### config.mk
export PLATFORM = sky130hd
export DESIGN_NAME = seq_divider
export DESIGN_NICKNAME = d
export VERILOG_FILES = /design/src/rtl/seq_divider.sv
export SDC_FILE = /design/constraint.sdc
export NUM_CORES = 1
export LEC_CHECK = 0
export CORE_MARGIN = 3
export CORE_UTILIZATION = 35
export CTS_CLUSTER_SIZE = 30
export DETAILED_ROUTE_END_ITERATION = 7
export GPL_TIMING_DRIVEN = 0
export MAX_ROUTING_LAYER = met4
export PLACE_DENSITY_LB_ADDON = 0.1
export SYNTH_ARGS = -nofsm -noshare
export SYNTH_HDL_FRONTEND = slang
export SYNTH_SLANG_ARGS = --single-unit
### constraint.sdc
create_clock -name clk -period 6.7 [get_ports clk]
set_input_delay 1.005 -clock clk [delete_from_list [all_inputs] [get_ports clk]]
set_output_delay 1.005 -clock clk [all_outputs]
set_load 0.01 [all_outputs]
### src/rtl/seq_divider.sv
// seq_divider: multi-cycle RV32M DIV/DIVU/REM/REMU unit, radix-2 restoring on magnitudes.
// Holds the issuing stage via stall and returns the result with a one-cycle done pulse.
module seq_divider #(
  parameter int DATA_WIDTH = 32
) (
  input  logic                  clk,
  input  logic                  rst,
  input  logic                  start,
  input  logic                  flush,
  input  logic [1:0]            op,
  input  logic [DATA_WIDTH-1:0] dividend,
  input  logic [DATA_WIDTH-1:0] divisor,
  output logic                  stall,
  output logic                  done,
  output logic [DATA_WIDTH-1:0] result
);

  localparam int W  = DATA_WIDTH;
  localparam int CW = $clog2(DATA_WIDTH) + 1;

  localparam logic [W-1:0]  ZERO_W  = {W{1'b0}};
  localparam logic [W-1:0]  ONES_W  = {W{1'b1}};
  localparam logic [W-1:0]  ONE_W   = {{(W-1){1'b0}}, 1'b1};
  localparam logic [W-1:0]  MIN_INT = {1'b1, {(W-1){1'b0}}};
  localparam logic [CW-1:0] ZERO_C  = {CW{1'b0}};
  localparam logic [CW-1:0] ONE_C   = {{(CW-1){1'b0}}, 1'b1};
  localparam logic [CW-1:0] LAST_C  = CW'(W - 1);

  typedef enum logic [1:0] {
    S_IDLE = 2'd0,
    S_CALC = 2'd1,
    S_DONE = 2'd2
  } state_e;

  function automatic logic [W-1:0] twos_neg(input logic [W-1:0] v);
    return (~v) + ONE_W;
  endfunction

  state_e        state_q;
  logic [CW-1:0] count_q;
  logic [W-1:0]  rem_q;
  logic [W-1:0]  quo_q;
  logic [W-1:0]  dvs_q;
  logic [W-1:0]  result_q;
  logic          is_rem_q;
  logic          neg_res_q;
  logic          done_q;

  logic          signed_op_s;
  logic          a_neg_s;
  logic          b_neg_s;
  logic          div_zero_s;
  logic          ovf_s;
  logic          special_s;
  logic [W-1:0]  a_mag_s;
  logic [W-1:0]  b_mag_s;
  logic [W-1:0]  special_res_s;

  logic [W:0]    shift_s;
  logic [W:0]    trial_s;
  logic [W-1:0]  mag_s;
  logic [W-1:0]  rem_d;
  logic [W-1:0]  quo_d;
  logic [W-1:0]  result_calc_d;

  // Operand capture: magnitudes, sign flags and the two early-exit cases.
  always_comb begin
    signed_op_s = ~op[0];
    a_neg_s     = signed_op_s & dividend[W-1];
    b_neg_s     = signed_op_s & divisor[W-1];
    a_mag_s     = a_neg_s ? twos_neg(dividend) : dividend;
    b_mag_s     = b_neg_s ? twos_neg(divisor) : divisor;
    div_zero_s  = (divisor == ZERO_W);
    ovf_s       = signed_op_s && (dividend == MIN_INT) && (divisor == ONES_W);
    special_s   = div_zero_s || ovf_s;
    if (div_zero_s) begin
      special_res_s = op[1] ? dividend : ONES_W;
    end else if (ovf_s) begin
      special_res_s = op[1] ? ZERO_W : MIN_INT;
    end else begin
      special_res_s = ZERO_W;
    end
  end

  // One restoring step; the W+1-bit trial exposes the borrow as its top bit.
  always_comb begin
    shift_s = {rem_q, quo_q[W-1]};
    trial_s = shift_s - {1'b0, dvs_q};
    if (!trial_s[W]) begin
      rem_d = trial_s[W-1:0];
      quo_d = {quo_q[W-2:0], 1'b1};
    end else begin
      rem_d = shift_s[W-1:0];
      quo_d = {quo_q[W-2:0], 1'b0};
    end
    mag_s         = is_rem_q ? rem_d : quo_d;
    result_calc_d = neg_res_q ? twos_neg(mag_s) : mag_s;
  end

  // Control FSM and datapath registers; priority is rst, then flush, then start.
  always_ff @(posedge clk) begin
    if (rst) begin
      state_q   <= S_IDLE;
      done_q    <= 1'b0;
      result_q  <= ZERO_W;
      count_q   <= ZERO_C;
      rem_q     <= ZERO_W;
      quo_q     <= ZERO_W;
      dvs_q     <= ZERO_W;
      is_rem_q  <= 1'b0;
      neg_res_q <= 1'b0;
    end else begin
      case (state_q)
        S_IDLE: begin
          done_q <= 1'b0;
          if (start && !flush) begin
            is_rem_q  <= op[1];
            // Remainder follows the dividend sign; quotient negates when signs differ.
            neg_res_q <= op[1] ? a_neg_s : (a_neg_s ^ b_neg_s);
            if (special_s) begin
              result_q <= special_res_s;
              done_q   <= 1'b1;
              state_q  <= S_DONE;
            end else begin
              rem_q   <= ZERO_W;
              quo_q   <= a_mag_s;
              dvs_q   <= b_mag_s;
              count_q <= ZERO_C;
              state_q <= S_CALC;
            end
          end
        end
        S_CALC: begin
          if (flush) begin
            done_q  <= 1'b0;
            state_q <= S_IDLE;
          end else begin
            rem_q   <= rem_d;
            quo_q   <= quo_d;
            count_q <= count_q + ONE_C;
            if (count_q == LAST_C) begin
              result_q <= result_calc_d;
              done_q   <= 1'b1;
              state_q  <= S_DONE;
            end
          end
        end
        S_DONE: begin
          // The stale request is still high here, so start is ignored.
          done_q  <= 1'b0;
          state_q <= S_IDLE;
        end
        default: begin
          done_q  <= 1'b0;
          state_q <= S_IDLE;
        end
      endcase
    end
  end

  // Handshake outputs: stall covers the accept cycle and all of CALC; flush masks done.
  always_comb begin
    stall = !rst && (((state_q == S_IDLE) && start && !flush) || (state_q == S_CALC));
    done  = done_q && !flush;
  end

  assign result = result_q;

endmodule

Word-level counts from Yosys, hierarchy flattened
Index checks and enable logic that the tools add are counted.
- register bits: 139
- input bits: 70
- logic and storage cells: 89
- add/subtract/negate cells: 5
- equal/unequal tests: 10
- mux-type cells: 38
- bitwise operators: 8
- reductions and logical operators: 19
- operator list (cell ; number):
    $mux W32 ; 19
    $pmux W32 S2 ; 3
    $add A32 B1 Y32 const B ; 3
    $not A32 Y32 ; 3
    $eq A32 B32 Y1 const B ; 2
    $sub A33 B32 Y33 ; 1
    $logic_not A32 Y1 ; 1
    $mux W6 ; 3
    $pmux W6 S2 ; 1
    $ne A2 B2 Y1 const B ; 5
    $mux W2 ; 4
    $logic_and A1 B1 Y1 ; 7
    $add A6 B1 Y6 const B ; 1
    $eq A6 B5 Y1 const B ; 1
    $mux W1 ; 6
    $reduce_and A5 Y1 ; 1
    $pmux W2 S2 ; 1
    $reduce_and A2 Y1 ; 2
    $reduce_and A4 Y1 ; 1
    $ne A3 B3 Y1 const B ; 1
    $reduce_and A3 Y1 ; 1
    $and A1 B1 Y1 ; 2
    $eq A2 B1 Y1 const B ; 1
    $logic_not A1 Y1 ; 2
    6 further kinds ; 8

Depth between registers and ports, before layout
- depth in word-level cells: 9
- depth in mapped cells: 23
- gate-level depth less buffers: 20

Least setup slack after synthesis
No wires, ideal clock.
- kind: reg2reg
- start point: register quo_q[31]
- end point: register result_q[18] (netlist: result[18])
- library setup time: 0.137 ns
- data arrival time: 4.679 ns
- required time: 6.563 ns
- setup slack: 1.884 ns
- cell stages (with the launch flop): 24
- period minus slack after synthesis: 4.816 ns
- cell sequence: dfxtp_1 > inv_1 > ha_1 > inv_1 > fa_1 > a211oi_2 > nor3_2 > o21ai_2 > a31oi_1 > o21a_1 > nand2_1 > buf_2 > buf_1 > mux2i_1 > a21o_1 > ha_1 > nand2_1 > a311o_1 > nand2b_1 > clkbuf_1 > or3_1 > o2111a_1 > a221oi_1 > a211oi_1
- word-level cells in the longest chain between the ends: 9
- ends and longest elaborated chain (what ; line ; source):
    from (decl) ; 42 ; logic [W-1:0] quo_q;
    from (signal assigned) ; 126 ; quo_q <= a_mag_s;
    from (signal assigned) ; 139 ; quo_q <= quo_d;
    $sub A33 B32 Y33 ; 88 ; trial_s = shift_s - {1'b0, dvs_q};
    $mux W1 or $mux W32 (tied branches) ; 89 ; if (!trial_s[W]) begin
    $mux W32 * ; 96 ; mag_s = is_rem_q ? rem_d : quo_d;
    $not A32 Y32 ; 36 ; return (~v) + ONE_W;
    $add A32 B1 Y32 ; 36 ;
    $mux W32 * ; 97 ; result_calc_d = neg_res_q ? twos_neg(mag_s) : mag_s;
    $mux W32 * ; 141 ; if (count_q == LAST_C) begin
    $mux W32 * ; 134 ; if (flush) begin
    $pmux W32 S2 * ; 113 ; case (state_q)
    to (signal assigned) ; 121 ; result_q <= special_res_s;
    to (signal assigned) ; 142 ; result_q <= result_calc_d;
    to (decl) ; 44 ; logic [W-1:0] result_q;
Every way passes the cells marked *; elsewhere a longest branch is shown, timed or not. The select of a mux whose other input is x is not followed.
A chain may end at the register's enable or synchronous reset.

Worst setup path after layout
Same ends and word-level chain as after synthesis.

==> results.md <==
* Status: complete, but fails checks
* Violated checks: DRC
* Global-route usage over all layers at 27.7%
* Routability cong. at 0.938
* Top post-synthesis cells by count: 234 x sky130_fd_sc_hd__nor2_1, 139 x sky130_fd_sc_hd__dfxtp_1, 130 x sky130_fd_sc_hd__a21oi_1
* Worst endpoint data arrival time at 6.58 ns
* Drt drc at 4
* Register area share after synthesis at 25.8%
* Number of hold buffers added after cts at 0
* Clock tree root driver cell: sky130_fd_sc_hd__clkbuf_16
* Max FO, Critical Path at 10
* Via count of the first global-routing pass at 11.4k
* Buffer levels on the longest clock path at 2
* Final net count at 1714
* Number of resized instances in the post-cts repair step at 0
* Horizontal die dimension at 181 um
* First-pass GRT wire length at 68.2 mm
* Final Max Tran Viols at 0
* Shortest period the worst path allows at 6.30 ns
* Distinct cells, synth at 85
* Count of boundary I/O pins at 104
* Most used DFF post-synth: sky130_fd_sc_hd__dfxtp_1
* Antenna diode count at 0
* CTS tree: done
* Cell count after synthesis at 1486
* Syn_nets at 1594
* TritonCTS Buffers at 17
* Setup-failing EPs final at 0
* Static leakage power at 4.53 nW
* Library cell with the highest instance count after synthesis: sky130_fd_sc_hd__nor2_1
* Type of element launching the critical path: flop
* Routed wire length at 45.5 mm
* Worst VDD drop at 182 uV
* Ratio of cells with drive above 1 in the final layout at 5.44%
* Transition at the pin with the smallest max-transition slack at 1.05 ns
* Cell Rows at 63
* Achievable Freq at 159 MHz
* Worst Hold Launch: result[5]
* Final worst setup slack at 0.402 ns
* Number of flops mapped to enable cells by yosys at 0
* Setup Total Neg Slack at 0 ns
* Clock transition at path regs at 0.06 ns
* Clock Latency Late Sink at 0.44 ns
* Hold Worst Slack at 0.467 ns
* Share of async-settable or async-resettable flops after synthesis at 0%
* DR WL/cell at 22.7 um
* Critical path class: flop to flop
* Total number of vias at 12.0k
* Number of I/O port buffers at 101
* Areal power density over the cells at 195 nW/um2
* Area share of the largest cell type after synthesis at 25.8%
* Final count of hold timing violations at 0
* Worst min-delay path class: flop to flop
* Area of the core region at 30000 um2
* Area growth from synthesis to final layout at 19.1%
* Final period utilization at 94.0%
* Yosys reg bits at 139
* DP Wirelength at 36.3 mm
* Initial antenna violation count at 0
* Post-DR vias/cell at 5.96
* Synthesis warning total at 0
* Mean Syn Cell Area at 7.25 um2
* Post-route ant nets at 0
* Critical R2R Launch: quo_q[31]
* Biggest area consumer among synthesized cells: sky130_fd_sc_hd__dfxtp_1
* Largest cells by area after synthesis: sky130_fd_sc_hd__dfxtp_1 26%, sky130_fd_sc_hd__nor2_1 8.1%, sky130_fd_sc_hd__a21oi_1 6.0%
* Setup skew after layout at 0.0124 ns
* Summed instance area of the synthesized netlist at 10800 um2
* Remaining Overflow, GRT at 0
* Worst max-slew margin expressed relative to the limit at 29.1%
* Max-capacitance violation count at 0
* TritonRoute pass-1 iters at 8
* Setup repair after global routing missed its margin: false
* Utilization of the core after routing at 42.7%
* Initial cell density of the core at 35.9%
* CTS H-tree lvls at 4
* Beginning of the critical path: quo_q[31]
* Clk sinks at 139
* First-iteration detailed-routing DRC count at 1364
* Required arrival time at the worst endpoint at 6.98 ns
* Setup Fix Bufs, Post-CTS at 0
* Crit end category: flop
* Pin count of the biggest net entering global routing at 17
* Vert. Die Dim at 181 um
* Die Footprint at 32900 um2
* Post-placement worst setup slack at 0.410 ns
==> through the flow <==
step	std cells	total power, mW	cell area (um2)
global placement	1977	1.55	12300
global route	2007	2.61	12800
finish	2007	2.51	12800
detailed placement	1977	1.55	12300
floorplan	1486	1.31	10800
CTS	2007	2.50	12800
==> layer usage <==
layer  vias to the layer above  global-route usage [%]  routed length (um)
met4                         0                    8.44                1260
met1                      5728                    38.7               21000
met3                        57                    3.97                3310
li1                       5682                       -                   -
met2                       504                    41.4               19900
met5                         -                       -                   0
==> kinds of logic (layout without fill, tap and decap cells) <==
kind of cell / Yosys count / count (layout) / share of synthesized area [%]
DFF: 139 / 139 / 25.8
AOI/OAI and AO/OA: 486 / 486 / 30.9
xor gates and xnor gates: 97 / 97 / 7.88
and+or+nand+nor: 554 / 554 / 23.9
muxes: 13 / 13 / 1.24
buffers and inverters: 159 / 290 / 5.75
adders and majority gates: 38 / 38 / 4.48
==> worst paths after layout <==
path                     end  slack [ns]  cells after the start
setup / recovery  result[18]        0.40                     23
hold / removal     result[5]        0.47                      2
setup reg to reg  result[18]        0.40                     23
hold reg to reg    result[5]        0.47                      2
==> state kept, by name, summed over array words and instances (netlist names) <==
register   cells
count_q        6
done_q         1
dvs_q         32
is_rem_q       1
neg_res_q      1
quo_q         32
rem_q         32
result        32
state_q        2
==> report_power, final <==
| group | internal, mW | leakage [nW] | switching [mW] | total, mW |
|---|---|---|---|---|
| registers | 0.860 | 1.13 | 0.0254 | 0.885 |
| logic | 0.238 | 3.13 | 0.429 | 0.667 |
| clock network | 0.561 | 0.272 | 0.392 | 0.953 |
| total | 1.66 | 4.53 | 0.847 | 2.51 |
==> worst max-delay path, cell delays in order (launching register included) <==
cell	delay [ns]
sky130_fd_sc_hd__dfxtp_1	0.47
sky130_fd_sc_hd__inv_1	0.10
sky130_fd_sc_hd__ha_1	0.23
sky130_fd_sc_hd__inv_1	0.07
sky130_fd_sc_hd__fa_1	0.25
sky130_fd_sc_hd__a211oi_2	0.11
sky130_fd_sc_hd__nor3_2	0.52
sky130_fd_sc_hd__o21ai_2	0.17
sky130_fd_sc_hd__a21oi_2	0.28
sky130_fd_sc_hd__a211oi_2	0.22
sky130_fd_sc_hd__nand2_1	0.17
sky130_fd_sc_hd__buf_2	0.32
sky130_fd_sc_hd__clkbuf_1	0.54
sky130_fd_sc_hd__nor3_1	0.09
sky130_fd_sc_hd__a21oi_1	0.29
sky130_fd_sc_hd__ha_1	0.24
sky130_fd_sc_hd__nand2_1	0.07
sky130_fd_sc_hd__a311o_1	0.30
sky130_fd_sc_hd__nand2b_1	0.15
sky130_fd_sc_hd__clkbuf_1	0.22
sky130_fd_sc_hd__or3_1	0.52
sky130_fd_sc_hd__o2111a_1	0.28
sky130_fd_sc_hd__a221oi_1	0.37
sky130_fd_sc_hd__a211oi_1	0.13
==> placed cells by master (no fill, tap or decap), types with 17 or more instances in the layout <==
master / Yosys / final
sky130_fd_sc_hd__nor3_1: 44 / 44
sky130_fd_sc_hd__nand3_1: 26 / 26
sky130_fd_sc_hd__ha_1: 37 / 37
sky130_fd_sc_hd__nand4_1: 19 / 19
sky130_fd_sc_hd__nor2b_1: 17 / 17
sky130_fd_sc_hd__a21oi_1: 130 / 130
sky130_fd_sc_hd__nand2_1: 116 / 116
sky130_fd_sc_hd__dfxtp_1: 139 / 139
sky130_fd_sc_hd__clkbuf_1: 72 / 75
sky130_fd_sc_hd__a21o_1: 17 / 17
sky130_fd_sc_hd__a211oi_1: 44 / 44
sky130_fd_sc_hd__a31oi_1: 17 / 17
sky130_fd_sc_hd__o211ai_1: 20 / 20
sky130_fd_sc_hd__o21ai_0: 84 / 84
sky130_fd_sc_hd__clkbuf_16: 0 / 17
sky130_fd_sc_hd__inv_1: 58 / 58
sky130_fd_sc_hd__or3_1: 21 / 21
sky130_fd_sc_hd__xnor2_1: 60 / 60
sky130_fd_sc_hd__xor2_1: 37 / 37
sky130_fd_sc_hd__a222oi_1: 31 / 31
sky130_fd_sc_hd__clkdlybuf4s50_1: 0 / 101
sky130_fd_sc_hd__buf_2: 18 / 18
sky130_fd_sc_hd__nor2_1: 234 / 234
==> cell type report <==
| class | count | area, um2 |
|---|---|---|
| flip-flops and latches | 139 | 2780 |
| fillers | 3156 | 17200 |
| multi-input cells | 1188 | 7380 |
| clock inverters | 8 | 95.1 |
| inverters | 59 | 221 |
| repair buffers | 101 | 1010 |
| well taps | 390 | 488 |
| clock buffers | 22 | 464 |
| plain buffers | 100 | 399 |
No activity file was read; power rests on OpenSTA's default activity.
